--- src/rtl/sram_arbiter.sv ---
// Two-port (instruction fetch / data) arbiter in front of a single-cycle-addressed
// asynchronous SRAM. Every access is a fixed WAIT_CYCLES window followed by a one-cycle DONE.
module sram_arbiter #(
  parameter int WAIT_CYCLES = 4,
  parameter int BASE_ADDR   = 1024,
  parameter int SRAM_AW     = 16
) (
  input  logic               clk,
  input  logic               rst,
  input  logic               i_req,
  input  logic [31:0]        i_addr,
  output logic [31:0]        i_rdata,
  output logic               i_ready,
  input  logic               d_req,
  input  logic               d_we,
  input  logic [31:0]        d_addr,
  input  logic [31:0]        d_wdata,
  output logic [31:0]        d_rdata,
  output logic               d_ready,
  output logic [SRAM_AW-1:0] sram_addr,
  output logic [31:0]        sram_dq_out,
  output logic               sram_dq_oe,
  input  logic [31:0]        sram_dq_in,
  output logic               sram_ce_n,
  output logic               sram_we_n,
  output logic [1:0]         grant,
  output logic               busy
);

  localparam logic [1:0] ST_IDLE   = 2'd0;
  localparam logic [1:0] ST_ACCESS = 2'd1;
  localparam logic [1:0] ST_DONE   = 2'd2;
  localparam logic [3:0] CNT_LOAD  = 4'(WAIT_CYCLES - 1);

  logic [1:0]         state_q, state_d;
  logic [3:0]         cnt_q, cnt_d;
  logic [1:0]         grant_q, grant_d;
  logic [SRAM_AW-1:0] addr_q, addr_d;
  logic               we_q, we_d;
  logic [31:0]        wdata_q, wdata_d;
  logic [31:0]        i_rdata_q, i_rdata_d;
  logic [31:0]        d_rdata_q, d_rdata_d;
  logic               last_data_q, last_data_d;
  logic               pick_data;
  logic [31:0]        sel_addr;

  // Data wins when it is alone, or when both ask and instr was served last.
  assign pick_data = d_req && (!i_req || !last_data_q);
  assign sel_addr  = pick_data ? d_addr : i_addr;

  always_comb begin
    state_d     = state_q;
    cnt_d       = cnt_q;
    grant_d     = grant_q;
    addr_d      = addr_q;
    we_d        = we_q;
    wdata_d     = wdata_q;
    i_rdata_d   = i_rdata_q;
    d_rdata_d   = d_rdata_q;
    last_data_d = last_data_q;
    case (state_q)
      ST_IDLE: begin
        if (i_req || d_req) begin
          state_d = ST_ACCESS;
          cnt_d   = CNT_LOAD;
          grant_d = pick_data ? 2'b10 : 2'b01;
          addr_d  = SRAM_AW'((sel_addr - 32'(BASE_ADDR)) >> 2);
          we_d    = pick_data && d_we;
          if (pick_data) wdata_d = d_wdata;
        end
      end
      ST_ACCESS: begin
        if (cnt_q == 4'd0) begin
          state_d = ST_DONE;
          if (!we_q) begin
            if (grant_q[0]) i_rdata_d = sram_dq_in;
            else            d_rdata_d = sram_dq_in;
          end
        end else begin
          cnt_d = cnt_q - 4'd1;
        end
      end
      ST_DONE: begin
        state_d     = ST_IDLE;
        grant_d     = 2'b00;
        last_data_d = grant_q[1];
      end
      default: begin
        state_d = ST_IDLE;
        grant_d = 2'b00;
      end
    endcase
  end

  always_ff @(posedge clk or negedge rst) begin
    if (!rst) begin
      state_q     <= ST_IDLE;
      cnt_q       <= 4'd0;
      grant_q     <= 2'b00;
      addr_q      <= '0;
      we_q        <= 1'b0;
      wdata_q     <= 32'h0;
      i_rdata_q   <= 32'h0;
      d_rdata_q   <= 32'h0;
      last_data_q <= 1'b0;
    end else begin
      state_q     <= state_d;
      cnt_q       <= cnt_d;
      grant_q     <= grant_d;
      addr_q      <= addr_d;
      we_q        <= we_d;
      wdata_q     <= wdata_d;
      i_rdata_q   <= i_rdata_d;
      d_rdata_q   <= d_rdata_d;
      last_data_q <= last_data_d;
    end
  end

  // Write enable releases one cycle early so data is held past the we_n rising edge.
  assign sram_ce_n   = (state_q != ST_ACCESS);
  assign sram_we_n   = !((state_q == ST_ACCESS) && we_q && (cnt_q != 4'd0));
  assign sram_dq_oe  = (state_q == ST_ACCESS) && we_q;
  assign sram_dq_out = wdata_q;
  assign sram_addr   = addr_q;
  assign grant       = grant_q;
  assign busy        = (state_q != ST_IDLE);
  assign i_ready     = (state_q == ST_DONE) && grant_q[0];
  assign d_ready     = (state_q == ST_DONE) && grant_q[1];
  assign i_rdata     = i_rdata_q;
  assign d_rdata     = d_rdata_q;

endmodule

--- config.mk ---
export PLATFORM = sky130hd
export DESIGN_NAME = sram_arbiter
export DESIGN_NICKNAME = d
export VERILOG_FILES = /design/src/rtl/sram_arbiter.sv
export SDC_FILE = /design/constraint.sdc
export NUM_CORES = 1
export LEC_CHECK = 0
export CAP_MARGIN = 20
export CORE_MARGIN = 5
export CORE_UTILIZATION = 41
export CTS_CLUSTER_DIAMETER = 200
export CTS_CLUSTER_SIZE = 12
export DETAILED_ROUTE_END_ITERATION = 7
export MAX_ROUTING_LAYER = met4
export PLACE_DENSITY = 0.81
export SLEW_MARGIN = 10
export SYNTH_ARGS = -nofsm -noshare
export SYNTH_HDL_FRONTEND = slang
export SYNTH_SLANG_ARGS = --single-unit
--- constraint.sdc ---
create_clock -name clk -period 2.8 [get_ports clk]
set_clock_uncertainty 0.2 [all_clocks]
set_input_delay 0.42 -clock clk [delete_from_list [all_inputs] [get_ports clk]]
set_output_delay 0.42 -clock clk [all_outputs]
set_load 0.03 [all_outputs]
== Word level (Yosys, flattened, before mapping) ==
Cells that the tools add are included.

* Register bits: 122
* Logic and storage cells: 53
* Input bits: 133

* Add/subtract/negate cells: 2
* Reduce and logical (&&, ||, !) cells: 23
* Equality and inequality tests: 6
* Bitwise operators: 3
* Multiplexer cells: 10

{| class="wikitable"
|+ Operator list
! operator !! number
|-
| $mux W18 || 1
|-
| $sub A18 B11 Y18 const B || 1
|-
| $mux W2 || 4
|-
| $mux W4 || 2
|-
| $pmux W2 S2 || 2
|-
| $pmux W4 S2 || 1
|-
| $reduce_and A4 Y1 || 2
|-
| $logic_and A1 B1 Y1 || 6
|-
| $ne A2 B2 Y1 const B || 3
|-
| $reduce_and A2 Y1 || 3
|-
| $reduce_and A3 Y1 || 2
|-
| $logic_not A4 Y1 || 1
|-
| $reduce_bool A2 Y1 || 2
|-
| $reduce_bool A4 Y1 || 1
|-
| $sub A4 B1 Y4 const B || 1
|-
| $logic_not A1 Y1 || 3
|-
| $not A1 Y1 || 3
|-
| $eq A2 B1 Y1 const B || 1
|-
| $eq A2 B2 Y1 const B || 1
|-
| $logic_not A2 Y1 || 1
|-
| $logic_or A1 B1 Y1 || 2
|-
| $ne A2 B1 Y1 const B || 1
|}

== Longest topological paths before layout ==
Gate-level depths: netlist of the first run.

* Depth after elaboration: 6
* Mapped depth: 10
* Mapped depth without buffers: 8

== Least setup slack after synthesis of the first run ==
No wires, ideal clock.

* Path kind: input port to flip-flop
* Start: input d_req
* End: register addr_q[12], in the netlist sram_addr[12]
* Data arrival time: 2.024 ns
* Cell stages on the path: 10
* Library setup time: 0.135 ns
* Setup slack: 0.441 ns
* Required time: 2.465 ns
* Cells stage by stage: a21boi_4 > buf_6 > buf_6 > mux2i_1 > ha_1 > nor3b_1 > xnor2_1 > nor2_1 > a21oi_1 > o21ai_0

* Word-level cells in the longest chain between the ends: 3
* Elaborated cells between the ends (all ways): 5
* Those cells by class: add/sub: 1; mux: 1; reduce/logical: 3

{| class="wikitable"
|+ Ends and longest elaborated chain
! item !! line !! text
|-
| start: declaration || 14 || <nowiki>input logic d_req,</nowiki>
|-
| $logic_and A1 B1 Y1 || 48 || <nowiki>assign pick_data = d_req && (!i_req || !last_data_q);</nowiki>
|-
| $mux W18 || 49 || <nowiki>assign sel_addr = pick_data ? d_addr : i_addr;</nowiki>
|-
| $sub A18 B11 Y18 || 67 || <nowiki>addr_d = SRAM_AW'((sel_addr - 32'(BASE_ADDR)) >> 2);</nowiki>
|-
| end signal: assignment || 110 || <nowiki>addr_q <= addr_d;</nowiki>
|-
| end: declaration || 38 || <nowiki>logic [SRAM_AW-1:0] addr_q, addr_d;</nowiki>
|}

Parallel ways exist; a longest one is shown, timed or not.
A chain may end at the register's enable or synchronous reset.

== Worst setup path after layout of the first run ==
* Start: register cnt_q[0]
* End: output sram_we_n

* Word-level cells in the longest chain between the ends: 3

{| class="wikitable"
|+ Ends and longest elaborated chain
! item !! line !! text
|-
| start: declaration || 36 || <nowiki>logic [3:0] cnt_q, cnt_d;</nowiki>
|-
| start signal: assignment || 108 || <nowiki>cnt_q <= cnt_d;</nowiki>
|-
| $reduce_bool A4 Y1 || 121 || <nowiki>assign sram_we_n = !((state_q == ST_ACCESS) && we_q && (cnt_q != 4'd0));</nowiki>
|-
| $logic_and A1 B1 Y1 || 121 ||
|-
| $logic_not A1 Y1 || 121 ||
|-
| end: declaration || 25 || <nowiki>output logic sram_we_n,</nowiki>
|}

Every way passes these cells.

==> results of run 1 <==
registers in the layout, summed over array words and instances, names as in the netlist:
signal / count
grant: 2
cnt_q: 4
i_rdata: 32
state_q: 2
sram_addr: 16
we_q: 1
last_data_q: 1
d_rdata: 32
sram_dq_out: 32
metal layers:
layer  track usage, %  vias up
met2             31.2      168
li1                 -     1765
met3             6.18       26
met5                -        -
met1             21.3     1874
met4             8.19        0
metrics by stage:
| stage | hold WS (ns) | cells |
|---|---|---|
| global placement | 0.263 | 754 |
| CTS | 0.281 | 787 |
| global route | 0.296 | 787 |
| floorplan | -0.0756 | 365 |
| finish | 0.276 | 787 |
| detailed placement | 0.269 | 754 |
synth_stat cells:
master     count  area, um2
a211oi_1       1       7.51
a21boi_4       1       18.8
a21o_1         1       7.51
a21oi_1        5       25.0
a31oi_1        1       6.26
a32o_1         1       10.0
a32oi_1        3       26.3
and2_1         1       6.26
and3_1         1       6.26
and4b_1        1       10.0
buf_2          3       15.0
buf_6          8       90.1
clkbuf_1       3       11.3
dfrtp_1      122       3050
ha_1           3       37.5
inv_1          8       30.0
mux2_1        23        259
mux2_2        43        484
mux2_4        30        450
mux2i_1       13        130
nand2_1       28        105
nand2_2        3       18.8
nand2b_1       1       6.26
nand3_1        1       5.00
nand4_1        1       6.26
nor2_1        16       60.1
nor2_2         1       6.26
nor2b_2        1       8.76
nor3_1         6       30.0
nor3_4         1       16.3
nor3b_1        1       7.51
nor3b_2        1       12.5
nor4_1         3       18.8
o2111ai_1      1       8.76
o21ai_0       16       80.1
o21ai_1        1       5.00
o2bb2ai_1      1       8.76
xnor2_1        6       52.6
xor2_1         4       35.0
cell families (layout without fill, tap and decap cells):
family	after synthesis	after routing	synth area share (%)
compound gates	32	32	3.94
xor+xnor	10	10	1.69
fa+ha+maj	3	3	0.725
buf+inv	22	272	2.83
flops	122	122	59.0
mux	109	109	25.6
simple gates	67	67	6.26
critical path, delay by kind of cell, from the launching register on:
kind	cells	cell delay, ns
buffers and inverters	2	0.51
and+or+nand+nor	3	0.50
DFF	1	0.40
adders and majority gates	1	0.15
layout make-up:
type | instances | share of cell area (%)
timing repair buffer | 232 | 28.3
clock buffer | 18 | 5.25
clock inverter | 14 | 1.90
inverter | 8 | 0.367
sequential | 122 | 37.3
multi-input combinational | 221 | 24.2
tap | 172 | 2.63
report_power, final:
part           total, uW  leakage, uW  internal, uW  switching, uW
Sequential          3150      0.00147          2640            505
Combinational       5250      0.00187          2420           2830
Clock               2130     0.000293          1380            748
Total              10500      0.00363          6450           4080
final timing paths:
check	end	slack, ns	cells past startpoint
setup / recovery	sram_we_n	0.23	6
hold / removal	sram_addr[7]	0.28	2
setup reg to reg	d_rdata[6]	0.51	7
hold reg to reg	sram_addr[7]	0.28	2
max in group asynchronous	cnt_q[1]	1.25	3
min in group asynchronous	i_rdata[8]	0.38	2
timing repair:
action / CTS / global route
endpoints found under the setup margin: 1 / 0
hold endpoints to repair: 45 / 0
resized for setup: 1 / 0
hold buffers: 1 / 0
==> run_summary.xml, run 1 <==
<?xml version="1.0" encoding="UTF-8"?>
<metrics>
  <group name="yosys">
    <metric name="sequential_fraction_of_the_synthesis_area" unit="%">59.0</metric>
    <metric name="post_synth.cell_area_avg" unit="um2">14.2</metric>
    <metric name="syn-num-nets" unit="">501</metric>
    <metric name="postSynthRegisterBits" unit="">122</metric>
    <metric name="yosys.cell_types.count" unit="">39</metric>
    <metric name="post_synth_inst_count" unit="">365</metric>
    <metric name="ys_warn_count" unit="">0</metric>
    <metric name="mappedNetlistArea" unit="um2">5180</metric>
  </group>
  <group name="route">
    <metric name="via_count" unit="">3833</metric>
    <metric name="highest_layer" unit="">met4</metric>
    <metric name="post_drt_wl_per_cell" unit="um">17.1</metric>
    <metric name="routed_wirelength" unit="um">13500</metric>
    <metric name="post_detailed_route_drc_marker_count" unit="">0</metric>
    <metric name="vias_per_cell" unit="">4.87</metric>
    <metric name="drt-met1-wl" unit="um">5260</metric>
    <metric name="drtPass1Iterations" unit="">4</metric>
    <metric name="initial_drc_count" unit="">227</metric>
    <metric name="route.antenna.remaining_nets" unit="">0</metric>
    <metric name="met3WireLength" unit="um">1040</metric>
    <metric name="wl_met2" unit="um">6820</metric>
  </group>
  <group name="worst_setup_path">
    <metric name="worstPathCellList" unit="">inv_1 -&gt; ha_1 -&gt; nor3b_2 -&gt; nor2_1 -&gt; nand2_1 -&gt; dlygate4sd2_1</metric>
    <metric name="crit_type" unit="">register to output port</metric>
    <metric name="critical_path.max_stage_delay" unit="ns">0.40</metric>
    <metric name="timing.critical_path.from" unit="">cnt_q[0]</metric>
    <metric name="endpoint_class_of_the_critical_path" unit="">output port</metric>
    <metric name="worstReg2RegStart" unit="">cnt_q[0]</metric>
    <metric name="cp-start-kind" unit="">register</metric>
    <metric name="critPathSlowestCell" unit="">dfrtp_1</metric>
    <metric name="worst_ep_required_time" unit="ns">2.18</metric>
    <metric name="critical_path.max_fanout" unit="">4</metric>
    <metric name="timing.critical_path.arrival" unit="ns">1.95</metric>
  </group>
  <group name="global_routing">
    <metric name="grt-ovfl-total" unit="">0</metric>
    <metric name="grtUsageTotal" unit="%">19.0</metric>
    <metric name="first_pass_grt_wire_length" unit="um">21200</metric>
    <metric name="first_global_vias" unit="">4106</metric>
    <metric name="grt_max_degree" unit="">65</metric>
    <metric name="grt_antenna_before_repair" unit="">0</metric>
  </group>
  <group name="flow_run">
    <metric name="max-cap-violations" unit="">0</metric>
  </group>
  <group name="final_layout">
    <metric name="nets" unit="">738</metric>
    <metric name="regArea" unit="um2">3050</metric>
    <metric name="layout.cells.most_common" unit="">clkdlybuf4s50_1</metric>
    <metric name="final_layout_size_suffix_gt1_share" unit="%">20.3</metric>
    <metric name="flow.area_growth_from_synthesis" unit="%">58.0</metric>
    <metric name="final_cell_area" unit="um2">8180</metric>
    <metric name="top_library_cells_by_usage_in_the_layout_fill_and_taps_aside" unit="">218 x clkdlybuf4s50_1, 122 x dfrtp_1, 43 x mux2_2</metric>
    <metric name="multi_input_area" unit="um2">1980</metric>
    <metric name="fillers" unit="">967</metric>
    <metric name="insertedDiodeCount" unit="">0</metric>
    <metric name="post-route-util" unit="%">65.3</metric>
  </group>
  <group name="timing">
    <metric name="finalWorstSetupSlack" unit="ns">0.227</metric>
    <metric name="relSlewSlack" unit="%">55.6</metric>
    <metric name="fmax" unit="GHz">0.389</metric>
    <metric name="timing.setup.tns" unit="ns">0</metric>
    <metric name="setup_repair_after_global_routing_missed_its_margin" unit="">no</metric>
    <metric name="hold_viol_final" unit="">0</metric>
    <metric name="final-setup-viol-count" unit="">0</metric>
    <metric name="finalCriticalPeriod" unit="ns">2.57</metric>
    <metric name="min_period_over_period" unit="%">91.9</metric>
    <metric name="drv_slew" unit="">0</metric>
    <metric name="timing_worst_slew_pin_value" unit="ns">0.660</metric>
  </group>
  <group name="pwr">
    <metric name="irDropWorstVdd" unit="mV">0.660</metric>
    <metric name="post-layout-total-power" unit="uW">10500</metric>
    <metric name="total_leakage_power" unit="uW">0.00363</metric>
    <metric name="cellPowerDensity" unit="nW/um2">1290</metric>
  </group>
  <group name="clock_tree">
    <metric name="numClockSinks" unit="">122</metric>
    <metric name="postCtsSetupBuffers" unit="">0</metric>
    <metric name="cts_tree" unit="">built</metric>
    <metric name="clk_path_buf_depth" unit="">2</metric>
    <metric name="cts_buffers" unit="">17</metric>
    <metric name="cts.htree.levels" unit="">4</metric>
    <metric name="clock-root-buffer" unit="">clkbuf_16</metric>
    <metric name="clk_pin_slew_worst_paths" unit="ns">0.05</metric>
    <metric name="worst_skew_pair.late_latency" unit="ns">0.41</metric>
  </group>
  <group name="floorplan">
    <metric name="floorplan.initialDensity" unit="%">41.4</metric>
    <metric name="die_h" unit="um">122</metric>
    <metric name="core" unit="um2">12500</metric>
    <metric name="row_count" unit="">41</metric>
    <metric name="die_width" unit="um">122</metric>
    <metric name="ioPinCount" unit="">253</metric>
    <metric name="design.die.area" unit="um2">15000</metric>
  </group>
  <group name="placement">
    <metric name="io_buffer_count" unit="">220</metric>
    <metric name="finalWeightedCongestion" unit="">0.916</metric>
    <metric name="hpwl" unit="um">10200</metric>
    <metric name="dpl-instance-area" unit="um2">7590</metric>
    <metric name="post-place-ws" unit="ns">0.161</metric>
  </group>
  <group name="worst_hold_path">
    <metric name="hp-class" unit="">register to register</metric>
    <metric name="hold_crit_start" unit="">sram_addr[7]</metric>
  </group>
  <group name="outcome">
    <metric name="outcome" unit="">complete, no violations</metric>
  </group>
</metrics>
Power figures use the tool's default switching activity.
==> inputs of run 2 (changes only) <==
- PLACE_DENSITY: 0.81 -> unset
- PLACE_DENSITY_LB_ADDON: unset -> 0.25
- REMOVE_ABC_BUFFERS: unset -> 1
- SLEW_MARGIN: 10 -> 20
==> run 2 against run 1 <==
- worst setup slack better by 0.035 ns
- hold slack better by 0.00053 ns
- utilization fell by 0.26 points
- via count is 1.2% lower
- register-to-register slack improved by 0.17 ns
- non-clock buffer count shrank 1
- critical path depth decreased by 3
- cell count shrank 0.38%
- fmax increased by 1.4%
- critical path type unchanged
==> run_summary.xml, run 2 (synthesis results as in run 1) <==
<?xml version="1.0" encoding="UTF-8"?>
<metrics>
  <group name="route">
    <metric name="initial_drc_count" unit="">155</metric>
    <metric name="route.antenna.remaining_nets" unit="">0</metric>
    <metric name="routed_wirelength" unit="um">13200</metric>
    <metric name="post_detailed_route_drc_marker_count" unit="">0</metric>
    <metric name="drtPass1Iterations" unit="">4</metric>
    <metric name="post_drt_wl_per_cell" unit="um">16.9</metric>
    <metric name="vias_per_cell" unit="">4.83</metric>
    <metric name="via_count" unit="">3786</metric>
  </group>
  <group name="placement">
    <metric name="finalWeightedCongestion" unit="">0.858</metric>
    <metric name="io_buffer_count" unit="">220</metric>
    <metric name="hpwl" unit="um">10000</metric>
  </group>
  <group name="floorplan">
    <metric name="core" unit="um2">12500</metric>
    <metric name="design.die.area" unit="um2">15000</metric>
    <metric name="ioPinCount" unit="">253</metric>
    <metric name="floorplan.initialDensity" unit="%">41.4</metric>
    <metric name="row_count" unit="">41</metric>
    <metric name="die_width" unit="um">122</metric>
    <metric name="die_h" unit="um">122</metric>
  </group>
  <group name="worst_setup_path">
    <metric name="timing.reg2reg.worst_path_depth" unit="">7</metric>
    <metric name="timing.critical_path.arrival" unit="ns">1.92</metric>
    <metric name="worst_ep_required_time" unit="ns">2.18</metric>
    <metric name="critical_path.max_stage_delay" unit="ns">0.62</metric>
    <metric name="timing.rr.end" unit="">d_rdata[10]</metric>
    <metric name="crit_type" unit="">register to output port</metric>
    <metric name="endpoint_class_of_the_critical_path" unit="">output port</metric>
    <metric name="critPathSlowestCell" unit="">clkdlybuf4s50_1</metric>
    <metric name="worstPathCellList" unit="">nor2_1 -&gt; inv_1 -&gt; clkdlybuf4s50_1</metric>
    <metric name="critical_path.max_fanout" unit="">6</metric>
    <metric name="cp-start-kind" unit="">register</metric>
    <metric name="reg2reg_slack" unit="ns">0.68</metric>
    <metric name="worstReg2RegStart" unit="">cnt_q[0]</metric>
  </group>
  <group name="worst_hold_path">
    <metric name="hold-path-cell-count" unit="">2</metric>
    <metric name="hp-class" unit="">register to register</metric>
    <metric name="hold_path_end" unit="">sram_addr[7]</metric>
    <metric name="hold_crit_start" unit="">sram_addr[7]</metric>
  </group>
  <group name="final_layout">
    <metric name="regArea" unit="um2">3050</metric>
    <metric name="nets" unit="">737</metric>
    <metric name="layout.cells.most_common" unit="">clkdlybuf4s50_1</metric>
    <metric name="insertedDiodeCount" unit="">0</metric>
    <metric name="flow.area_growth_from_synthesis" unit="%">57.4</metric>
    <metric name="top_library_cells_by_usage_in_the_layout_fill_and_taps_aside" unit="">218 x clkdlybuf4s50_1, 122 x dfrtp_1, 43 x mux2_2</metric>
    <metric name="fillers" unit="">1012</metric>
    <metric name="final_layout_size_suffix_gt1_share" unit="%">19.6</metric>
    <metric name="multi_input_area" unit="um2">1980</metric>
  </group>
  <group name="timing">
    <metric name="min_period_over_period" unit="%">90.7</metric>
    <metric name="fmax" unit="GHz">0.394</metric>
    <metric name="timing.setup.tns" unit="ns">0</metric>
    <metric name="finalCriticalPeriod" unit="ns">2.54</metric>
    <metric name="final-setup-viol-count" unit="">0</metric>
    <metric name="setup_repair_after_global_routing_missed_its_margin" unit="">no</metric>
    <metric name="relSlewSlack" unit="%">58.9</metric>
    <metric name="hold_viol_final" unit="">0</metric>
    <metric name="drv_slew" unit="">0</metric>
    <metric name="timing_worst_slew_pin_value" unit="ns">0.611</metric>
  </group>
  <group name="pwr">
    <metric name="cellPowerDensity" unit="nW/um2">1270</metric>
    <metric name="post-layout-total-power" unit="uW">10400</metric>
    <metric name="irDropWorstVdd" unit="mV">0.612</metric>
    <metric name="total_leakage_power" unit="uW">0.00360</metric>
  </group>
  <group name="global_routing">
    <metric name="first_global_vias" unit="">4034</metric>
    <metric name="grt_max_degree" unit="">57</metric>
    <metric name="grt_antenna_before_repair" unit="">0</metric>
    <metric name="first_pass_grt_wire_length" unit="um">20800</metric>
    <metric name="grtUsageTotal" unit="%">18.6</metric>
    <metric name="grt-ovfl-total" unit="">0</metric>
  </group>
  <group name="clock_tree">
    <metric name="numClockSinks" unit="">122</metric>
    <metric name="postCtsSetupBuffers" unit="">0</metric>
    <metric name="clock-root-buffer" unit="">clkbuf_16</metric>
    <metric name="clk_path_buf_depth" unit="">2</metric>
    <metric name="cts.htree.levels" unit="">4</metric>
    <metric name="clk_pin_slew_worst_paths" unit="ns">0.05</metric>
    <metric name="cts_buffers" unit="">17</metric>
    <metric name="cts_tree" unit="">built</metric>
    <metric name="worst_skew_pair.late_latency" unit="ns">0.40</metric>
  </group>
  <group name="outcome">
    <metric name="outcome" unit="">complete, no violations</metric>
  </group>
  <group name="flow_run">
    <metric name="max-cap-violations" unit="">0</metric>
  </group>
</metrics>
## run 2: per-stage QoR
step	hold slack, ns	utilization, %	instance area [um2]	std cells	setup WS [ns]
floorplan	-0.0756	-	5060	351	0.266
global placement	0.231	60.6	7590	753	0.258
detailed placement	0.238	60.6	7590	753	0.244
CTS	0.282	65.1	8150	784	0.218
global route	0.294	65.1	8150	784	0.0725
finish	0.276	65.1	8150	784	0.262
## run 2: layout make-up
type / count / share of cell area (%)
clock inverters: 7 / 0.845
well taps: 172 / 2.64
multi-input cells: 221 / 24.3
clock buffers: 23 / 5.87
flip-flops and latches: 122 / 37.5
inverters: 8 / 0.369
repair buffers: 231 / 28.5
## run 2: where the power goes
part | switching [uW] | total (uW) | leakage [uW] | internal [uW]
registers | 490 | 3130 | 0.00147 | 2640
logic | 2830 | 5250 | 0.00187 | 2420
clock network | 713 | 1990 | 0.000265 | 1270
## run 2: worst max path at each step
| stage | slack (ns) | cells after the start | startpoint | endpoint |
|---|---|---|---|---|
| after floorplan | 0.27 | 8 | last_data_q | sram_addr[12] |
| after global placement | 0.26 | 9 | d_req | sram_addr[12] |
| after detailed placement | 0.24 | 9 | d_req | sram_addr[14] |
| after CTS | 0.22 | 6 | cnt_q[0] | sram_we_n |
| after global routing | 0.07 | 6 | cnt_q[0] | sram_we_n |
| final | 0.26 | 3 | state_q[1] | busy |
## run 2: repair_timing
| item | CTS | global route |
|---|---|---|
| resized for setup | 1 | 0 |
| setup endpoints to repair | 1 | 0 |
| hold buffers | 1 | 0 |
| endpoints found under the hold margin | 39 | 0 |
## run 2: metal layers
metal	GRT usage (%)	wire (um)
met2	29.9	6450
met1	21.7	5360
met3	7.00	1250
met4	6.02	176
met5	-	0
## run 2: worst max-delay path: cells and delay by family (launching register included)
family | cells | cell delay, ns
buffers and inverters | 2 | 0.74
AND/OR/NAND/NOR | 1 | 0.33
flip-flops | 1 | 0.45
